**src/rtl/jpeg_seg_carry_adder.sv**
```systemverilog
// Segmented-carry adder/subtractor: each of SEGS register stages adds one SEG_W slice, carry ripples stage to stage.
// Latency SEGS cycles, one result per cycle; a global stall (out_valid & ~out_ready) freezes every stage.
// Define JPEG_SAT_EN to saturate add overflow to all-ones and clamp subtract borrow to zero in the last stage.
module jpeg_seg_carry_adder #(
    parameter int WIDTH = 16,
    parameter int SEGS  = 4
) (
    input  logic             clk,
    input  logic             rst,
    input  logic             in_valid,
    output logic             in_ready,
    input  logic [WIDTH-1:0] in_a,
    input  logic [WIDTH-1:0] in_b,
    input  logic             in_cin,
    input  logic             in_sub,
    output logic             out_valid,
    input  logic             out_ready,
    output logic [WIDTH-1:0] out_sum,
    output logic             out_cout,
    output logic             out_zero,
    output logic             out_flag
);
    localparam int SEG_W = WIDTH / SEGS;
    localparam int LAST  = SEGS - 1;

    // Stage registers for stages 0..LAST-1; the last stage registers into the r_out_* set.
    logic             r_vld [SEGS];
    logic [WIDTH-1:0] r_a   [SEGS];
    logic [WIDTH-1:0] r_b   [SEGS];
    logic [WIDTH-1:0] r_sum [SEGS];
    logic             r_c   [SEGS];
    logic             r_sub [SEGS];

    logic             r_out_vld;
    logic [WIDTH-1:0] r_out_sum;
    logic             r_out_cout;
    logic             r_out_zero;
    logic             r_out_flag;

    logic             w_vld_in  [SEGS];
    logic [WIDTH-1:0] w_a_in    [SEGS];
    logic [WIDTH-1:0] w_b_in    [SEGS];
    logic [WIDTH-1:0] w_sum_in  [SEGS];
    logic             w_c_in    [SEGS];
    logic             w_sub_in  [SEGS];
    logic [SEG_W:0]   w_seg     [SEGS];
    logic [WIDTH-1:0] w_sum_nxt [SEGS];

    logic             w_stall;
    logic             w_cout;
    logic             w_sub_last;
    logic [WIDTH-1:0] w_fin_sum;

    assign w_stall  = r_out_vld & ~out_ready;
    assign in_ready = ~w_stall;

    always_comb begin
        // Subtract enters as A + ~B + 1; the inverted B travels down the pipe with A.
        w_vld_in[0] = in_valid;
        w_a_in[0]   = in_a;
        w_b_in[0]   = in_sub ? ~in_b : in_b;
        w_sum_in[0] = '0;
        w_c_in[0]   = in_sub | in_cin;
        w_sub_in[0] = in_sub;
        for (int k = 1; k < SEGS; k++) begin
            w_vld_in[k] = r_vld[k-1];
            w_a_in[k]   = r_a[k-1];
            w_b_in[k]   = r_b[k-1];
            w_sum_in[k] = r_sum[k-1];
            w_c_in[k]   = r_c[k-1];
            w_sub_in[k] = r_sub[k-1];
        end
        for (int k = 0; k < SEGS; k++) begin
            w_seg[k] = {1'b0, w_a_in[k][k*SEG_W +: SEG_W]}
                     + {1'b0, w_b_in[k][k*SEG_W +: SEG_W]}
                     + {{SEG_W{1'b0}}, w_c_in[k]};
            w_sum_nxt[k] = w_sum_in[k];
            w_sum_nxt[k][k*SEG_W +: SEG_W] = w_seg[k][SEG_W-1:0];
        end
    end

    assign w_cout     = w_seg[LAST][SEG_W];
    assign w_sub_last = w_sub_in[LAST];

    always_comb begin
        w_fin_sum = w_sum_nxt[LAST];
`ifdef JPEG_SAT_EN
        if (!w_sub_last && w_cout) begin
            w_fin_sum = '1;
        end else if (w_sub_last && !w_cout) begin
            w_fin_sum = '0;
        end
`endif
    end

    always_ff @(posedge clk or posedge rst) begin
        if (rst) begin
            for (int k = 0; k < SEGS; k++) begin
                r_vld[k] <= 1'b0;
                r_a[k]   <= '0;
                r_b[k]   <= '0;
                r_sum[k] <= '0;
                r_c[k]   <= 1'b0;
                r_sub[k] <= 1'b0;
            end
            r_out_vld  <= 1'b0;
            r_out_sum  <= '0;
            r_out_cout <= 1'b0;
            r_out_zero <= 1'b0;
            r_out_flag <= 1'b0;
        end else if (!w_stall) begin
            // Bubbles advance too, so valid bits shift every unstalled cycle.
            for (int k = 0; k < LAST; k++) begin
                r_vld[k] <= w_vld_in[k];
                r_a[k]   <= w_a_in[k];
                r_b[k]   <= w_b_in[k];
                r_sum[k] <= w_sum_nxt[k];
                r_c[k]   <= w_seg[k][SEG_W];
                r_sub[k] <= w_sub_in[k];
            end
            r_out_vld  <= w_vld_in[LAST];
            r_out_sum  <= w_fin_sum;
            r_out_cout <= w_cout;
            r_out_zero <= (w_fin_sum == '0);
            r_out_flag <= ~(w_cout ^ w_sub_last);
        end
    end

    assign out_valid = r_out_vld;
    assign out_sum   = r_out_sum;
    assign out_cout  = r_out_cout;
    assign out_zero  = r_out_zero;
    assign out_flag  = r_out_flag;

endmodule
```
**config.mk**
```make
export PLATFORM = sky130hd
export DESIGN_NAME = jpeg_seg_carry_adder
export DESIGN_NICKNAME = d
export VERILOG_FILES = /design/src/rtl/jpeg_seg_carry_adder.sv
export SDC_FILE = /design/constraint.sdc
export NUM_CORES = 1
export LEC_CHECK = 0
export CORE_ASPECT_RATIO = 1.5
export CORE_MARGIN = 2
export CORE_UTILIZATION = 38
export CTS_CLUSTER_DIAMETER = 40
export DETAILED_ROUTE_END_ITERATION = 8
export GPL_ROUTABILITY_DRIVEN = 0
export HOLD_SLACK_MARGIN = 0.08
export PLACE_DENSITY = 0.64
export SKIP_CTS_REPAIR_TIMING = 1
export SLEW_MARGIN = 40
export SYNTH_ARGS = -nofsm -noshare
export SYNTH_HDL_FRONTEND = slang
export SYNTH_SLANG_ARGS = --single-unit
```
**constraint.sdc**
```tcl
create_clock -name clk -period 3.6 [get_ports clk]
set_clock_uncertainty 0.1 [all_clocks]
set_input_delay 0.72 -clock clk [delete_from_list [all_inputs] [get_ports clk]]
set_output_delay 0.72 -clock clk [all_outputs]
set_load 0.03 [all_outputs]
```
Word-level counts from Yosys, hierarchy flattened
Cells that the tools add are included.

$add $sub $neg: 8. Multipliers: 0. Div/mod/pow operators: 0. $lt $le $gt $ge: 0. Equal/unequal tests: 0. Shift operators: 0. Mux-type cells: 1. Bitwise operators: 7. Reductions and logical operators: 1.

Operators with widths (number): 4-bit by 4-bit adder with 5-bit output (4); 5-bit by 1-bit adder with 5-bit output (4); 16-bit logical NOT (1); 16-bit two-way mux (1); 16-bit inverter (1); 1-bit inverter (3); 1-bit bitwise AND (1); 1-bit bitwise OR (1); 1-bit XOR (1).

Bits in registers: 149. Latch bits: 0. Memory bits (writable): 0. ROM bits: 0. Bits of input ports: 38. Logic and storage cells: 40. Memories: 0.

Longest topological paths before layout
Depth in word-level cells: 4. Mapped depth: 8. Mapped depth without buffers: 6.

Worst setup path after synthesis
Ideal clock, no wire load.

Path kind: input port to flip-flop. From: in in_sub. To: reg r_c[3] (netlist name). Arrival time: 2529 ps. Path slack: 836 ps. Stages: 8. Buffers on the path: 2. Path through: buf_4 -> buf_4 -> or2_2 -> fa_1 -> fa_1 -> a21o_1 -> a21oi_1 -> a21oi_1.

Word-level cells in the longest chain between the ends: 3. Elaborated cells on any way between the ends: 4. Classes of those cells: 2 x add/sub; 1 x mux; 1 x bitwise.

RTL lines: start, declared (RTL line 15) `input logic in_sub,`; 16-bit two-way mux (RTL line 61) `w_b_in[0] = in_sub ? ~in_b : in_b;`; 4-bit by 4-bit adder with 5-bit output (RTL line 75) `+ {1'b0, w_b_in[k][k*SEG_W +: SEG_W]}`; 5-bit by 1-bit adder with 5-bit output (*) (RTL line 76) `+ {{SEG_W{1'b0}}, w_c_in[k]};`; end signal, assigned by index (RTL line 118) `r_c[k] <= w_seg[k][SEG_W];`; end, declared (RTL line 31) `logic r_c [SEGS];`.

Mark *: on every way between the ends. The rest lies on a longest branch, timed or not. A chain may end at the register's enable or synchronous reset.

Worst setup path in the final report
From: in out_ready. To: out in_ready.

Word-level cells in the longest chain between the ends: 3.

RTL lines: start, declared (RTL line 17) `input logic out_ready,`; 1-bit inverter (RTL line 54) `assign w_stall = r_out_vld & ~out_ready;`; 1-bit bitwise AND (RTL line 54); 1-bit inverter (RTL line 55) `assign in_ready = ~w_stall;`; end, declared (RTL line 11) `output logic in_ready,`.

Every way passes these cells.

==> impl_metrics.ini <==
[power_and_ir_drop]
p_clk_frac = 0.216
p_switching_uw = 1703
swShare = 0.3589
vdd_drop_max_mv = 0.2699
p_int_uw = 3041
p_per_area_nw_per_um2 = 867.0
combinationalPowerShare = 0.377
p_leak_uw = 0.002683
seqPwrFrac = 0.407

[floorplanning]
die_w_um = 92.48
die_area_um2 = 12640
die_h_um = 136.7
io-pin-count = 59
row_count = 48
initial_utilization = 0.3890
core_area_um2 = 11470

[grt]
gr-usage-all-layers = 0.1411
grt_max_degree = 95
antenna_found_initial = 0
grt_pass1_wl_um = 13990
grt_pass1_vias = 3139
overflow = 0

[finish]
drive_gt1_frac = 0.05492
fillers = 1094
area_delta_synth_final_pct = 22.63
instances_no_fill = 678
final_nets = 581
diodes = 0

[timing]
fin_tns_setup_ns = 0
relSlewSlack = 0.5716
hold_ws_ns = 0.3628
period_needed_ns = 2.850
slew_violations = 0
rsz0062_at_grt = no
setup_viol = 0
period_share = 0.7917
hold_violations = 0
max_freq_mhz = 350.9
worst_pin_slew_ns = 0.6426

[flow_run]
cap_violations = 0

[drt]
drt_iter0_markers = 122
routedWlPerCell_um = 11.55
drc = 0
ant_nets = 0
drt_wl_total_um = 7830
vias_per_cell = 4.586
drt_first_pass_iters = 4
dr_total_vias = 3109

[logic_synthesis]
ys_seq_area_frac = 0.5665
synth_cell_type_count = 27
yosys_warnings = 0
synth_xor_area_frac = 0.04711
syn_nets = 531
yosys.area_share.simple = 0.2151
synth_top_family_by_area = simple AND/OR/NAND/NOR gates
synth_compound_area_frac = 0.05777
avgSynthCellArea_um2 = 9.433
syn_inst = 473
synthesis.area_um2 = 4462
synthAdderAreaFrac = 0.06955
ys_ff_latch = 101
synth.area.mux_share = 0.002524

[placed_design]
io_buffers = 58
hpwl_um = 5443
place_inst = 662

[cts]
clk_latency_ns = 0.34
clock_sinks = 101
clock_path_buffers = 2
cts_root_buf = clkbuf_16
htreeDepth = 3
cts_buffers = 9
cts_tree = done
path_clk_slew_ns = 0.06

[worst_setup_path]
arrival_ns = 2.03
critical_path_class = in -> out
reg2reg_to = out_zero
required_ns = 2.78
r2r_start = r_a[28]
cp-end-kind = primary output
regToRegSetupSlack_ns = 1.40
cp_max_fo = 3
start_kind = input port
rr_worst_depth = 5

[worst_hold_path]
worstHoldStart = out_sum[4]
holdPathStages = 2
hp-class = reg -> reg
whs_endpoint = out_sum[4]

[outcome]
status = finished clean
metrics by stage:
stage,power [µW],setup WS (ns),area [µm²],util
finish,4744,0.7500,5472,0.4770
global route,5139,0.7183,5472,0.4770
CTS,4814,0.7373,5468,0.4767
detailed placement,3765,0.5289,5141,0.4482
global placement,3680,0.5480,5141,0.4482
floorplan,3226,0.1329,4462,-
placed cells by master, fill, tap and decap left out, drive strengths merged, types with 2 or more instances in the layout:
cell / count
a21o: 6
a21oi: 13
buf: 5
bufinv: 2
clkbuf: 12
clkdlybuf4s50: 58
clkinv: 2
dfrtp: 101
fa: 8
ha: 12
inv: 9
nand2: 230
nor2: 10
nor2b: 3
nor4: 3
o21ai: 24
xnor2: 15
xor2: 9
kinds of logic after synthesis:
logic type / count (synthesis)
buffers and inverters: 33
AOI/OAI and AO/OA: 45
DFF: 101
xor gates and xnor gates: 24
muxes: 1
and+or+nand+nor: 249
adders and majority gates: 20
worst max-delay path, stage by stage:
cell	delay (ns)
clkdlybuf4s50_1	0.50
nor2b_4	0.07
inv_4	0.06
clkdlybuf4s50_1	0.67
area by class of cell:
type	instances	area, µm²	share of cell area
Clock buffer	12	256.5	0.04688
Clock inverter	4	70.07	0.01281
Inverter	9	38.79	0.007089
Multi-Input combinational cell	339	1757	0.3211
Sequential cell	101	2527	0.4619
Tap cell	150	187.7	0.03430
Timing Repair Buffer	63	634.4	0.1159
power groups by stage:
stage                     logic, µW  registers, µW  clock network (µW)
after floorplan                1130           2100                   0
after global placement         1750           1930                   0
after detailed placement       1810           1960                   0
after CTS                      1820           1940                1060
after global routing           2030           2000                1110
final                          1790           1930                1020
synth_stat cells, drive strengths merged:
master | count | area [µm²]
nand2 | 230 | 865.8
dfrtp | 101 | 2527
o21ai | 24 | 120.1
buf | 22 | 141.4
xnor2 | 15 | 131.4
a21oi | 13 | 72.57
ha | 12 | 150.1
nor2 | 10 | 37.54
inv | 9 | 36.29
xor2 | 9 | 78.83
fa | 8 | 160.2
a21o | 6 | 45.04
nor2b | 3 | 18.77
nor4 | 3 | 18.77
clkbuf | 2 | 7.510
mux2 | 1 | 11.26
nand2b | 1 | 6.260
nand4 | 1 | 6.260
o21a | 1 | 7.510
o31ai | 1 | 12.51
or2 | 1 | 6.260
state kept, by name (all words and copies together) (netlist names):
signal,count
r_sub,2
w_sub_last,1
r_vld,3
out_valid,1
out_cout,1
out_flag,1
out_sum,16
out_zero,1
r_sum,24
r_b,24
r_c,3
r_a,24
how the worst max path moves through the flow:
| stage | from | end | slack [ns] | cells past startpoint |
|---|---|---|---|---|
| floorplan | rst | out_cout | 0.13 | 1 |
| global placement | in_sub | r_c[3] | 0.55 | 7 |
| detailed placement | in_sub | r_c[3] | 0.53 | 7 |
| CTS | out_ready | in_ready | 0.74 | 4 |
| global route | out_ready | in_ready | 0.72 | 4 |
| finish | out_ready | in_ready | 0.75 | 4 |
routing by layer:
metal  GRT usage  wire [µm]  up-vias
met5           0          0        -
met4     0.08375        208        0
met3     0.02863        268       12
met2      0.2449       4009       57
met1      0.1596       3344     1466
li1            -          -     1574
(Power assumes the default switching activity.)
==> variant: new RTL, same settings <==
The option `JPEG_SAT_EN` is turned on by a define.
--- a/src/rtl/jpeg_seg_carry_adder.sv
+++ b/src/rtl/jpeg_seg_carry_adder.sv
@@ -1,6 +1,8 @@
 // Segmented-carry adder/subtractor: each of SEGS register stages adds one SEG_W slice, carry ripples stage to stage.
 // Latency SEGS cycles, one result per cycle; a global stall (out_valid & ~out_ready) freezes every stage.
 // Define JPEG_SAT_EN to saturate add overflow to all-ones and clamp subtract borrow to zero in the last stage.
+`define JPEG_SAT_EN
+
 module jpeg_seg_carry_adder #(
     parameter int WIDTH = 16,
     parameter int SEGS  = 4
Behaviour: not the same (Yosys sat finds a counterexample within 10 cycles, from zero or initial values and one cycle with rst high).
==> variant against the original RTL <==
- critical path depth is 7 higher
- clock power is 7% lower
- synthesized area is 2.6% higher
- highest routed layer unchanged
- critical path type is now reg -> reg
- largest power group is now combinational logic
- final area is 2.3% higher
- total power is 4.4% higher
- sequential cell count stayed put
- largest cell class unchanged
- setup slack worse by 67 ps
- routed wire length is 8.2% higher
==> variant: results (changes against the original RTL) <==
{| class="wikitable"
! Metric !! Value
|-
| Result of the run || completed (unchanged)
|-
| Routed WL || 8.47 mm (was 7.83 mm)
|-
| Met1 routed wirelength after detailed routing || 3.68 mm (was 3.34 mm)
|-
| Share of synthesized area spent on multiplexers || 0% (was 0.252%)
|-
| Total instance count after detailed placement || 687 (was 662)
|-
| WL per Instance || 12.1 um (was 11.5 um)
|-
| Worst r2r dst || out_sum[15] (was out_zero)
|-
| Largest net degree at the start of global routing || 115 (was 95)
|-
| Leakage power || 2.65 nW (was 2.68 nW)
|-
| Worst Min Path Start || r_sum[34] (was out_sum[4])
|-
| Reg2Reg Depth || 11 (was 5)
|-
| WL met3 || 275 um (was 268 um)
|-
| Via density per instance || 4.59 (about the same)
|-
| Detail Placement HPWL || 5.75 mm (was 5.44 mm)
|-
| Number of instances in the synthesized netlist || 499 (was 473)
|-
| Maximum cell stage delay along the critical path || 440 ps (was 670 ps)
|-
| Sequential cell area fraction in the yosys report || 55.2% (was 56.6%)
|-
| Largest driver fanout on the critical path || 16 (was 3)
|-
| Detailed Route Iter0 Violations || 136 (was 122)
|-
| Met2 global-route usage || 25.1% (was 24.5%)
|-
| Xor and xnor area share after synthesis || 3.83% (was 4.71%)
|-
| Worst-path cell with the longest stage delay || sky130_fd_sc_hd__fa_1 (was sky130_fd_sc_hd__clkdlybuf4s50_1)
|-
| Worst Max-Slew Pin Slew || 553 ps (was 643 ps)
|-
| Wire length of the first global-routing pass || 14.8 mm (was 14.0 mm)
|-
| Total Routing Usage GR || 14.2% (was 14.1%)
|-
| Endpoint arrival time on the critical path || 3050 ps (was 2030 ps)
|-
| Post-Synthesis Net Count || 559 (was 531)
|-
| Via count of the first global-routing pass || 3358 (was 3139)
|-
| Routed length on met2 || 4.29 mm (was 4.01 mm)
|-
| Post-Route Hold Slack || 365 ps (was 363 ps)
|-
| Pre-CTS setup slack || 597 ps (was 529 ps)
|-
| Top area cells in the synthesized netlist || sky130_fd_sc_hd__dfrtp_1 55%, sky130_fd_sc_hd__nand2_1 16%, sky130_fd_sc_hd__ha_1 3.8% (was sky130_fd_sc_hd__dfrtp_1 57%, sky130_fd_sc_hd__nand2_1 19%, sky130_fd_sc_hd__fa_1 3.6%)
|-
| Largest voltage drop on the vdd net || 0.291 mV (was 0.270 mV)
|}
[variant: changes by cell type in the layout (fill, tap and decap cells not counted), sizes merged, moves of 2 or more]
cell	before	now
xor2	9	6
inv	9	24
nor4b	0	5
nand2	230	196
nor2	10	16
o21ai	24	39
a21o	6	1
clkbuf	12	9
ha	12	14
a21oi	13	27
nor3	0	5
nor2b	3	5
clkinv	2	4
[variant: cell type report]
cell class	count	area, um2	area share (%)
flip-flops and latches	101	2530	45.1
clock inverters	7	73.8	1.32
multi-input cells	348	1850	33.0
clock buffers	9	225	4.02
repair buffers	62	646	11.5
inverters	23	88.8	1.59
well taps	153	191	3.42
[variant: where the power goes]
part / leakage (nW) / switching [mW] / internal, mW
sequential: 1.21 / 0.289 / 1.65
clock: 0.146 / 0.410 / 0.541
combinational: 1.29 / 1.21 / 0.853
total: 2.65 / 1.91 / 3.04
[variant: worst reg2reg max path, cell delays in order, from the launching register on]
cell and delay (ps):
sky130_fd_sc_hd__dfrtp_1 400, sky130_fd_sc_hd__fa_1 440, sky130_fd_sc_hd__inv_1 80, sky130_fd_sc_hd__fa_1 210, sky130_fd_sc_hd__inv_1 60, sky130_fd_sc_hd__a21o_1 170
sky130_fd_sc_hd__a21oi_1 230, sky130_fd_sc_hd__inv_1 90, sky130_fd_sc_hd__ha_1 390, sky130_fd_sc_hd__nor4_1 360, sky130_fd_sc_hd__nand3_1 140, sky130_fd_sc_hd__o21a_1 120
[variant: how the worst max path moves through the flow]
stage	startpoint	slack (ps)	end	cells past startpoint
2_1_floorplan	rst	130	out_cout	1
3_3_place_gp	in_sub	620	r_c[3]	7
3_5_place_dp	in_sub	600	r_c[3]	7
4_1_cts	r_a[28]	690	out_sum[15]	11
5_1_grt	r_a[28]	460	out_sum[15]	11
6_report	r_a[28]	680	out_sum[15]	11
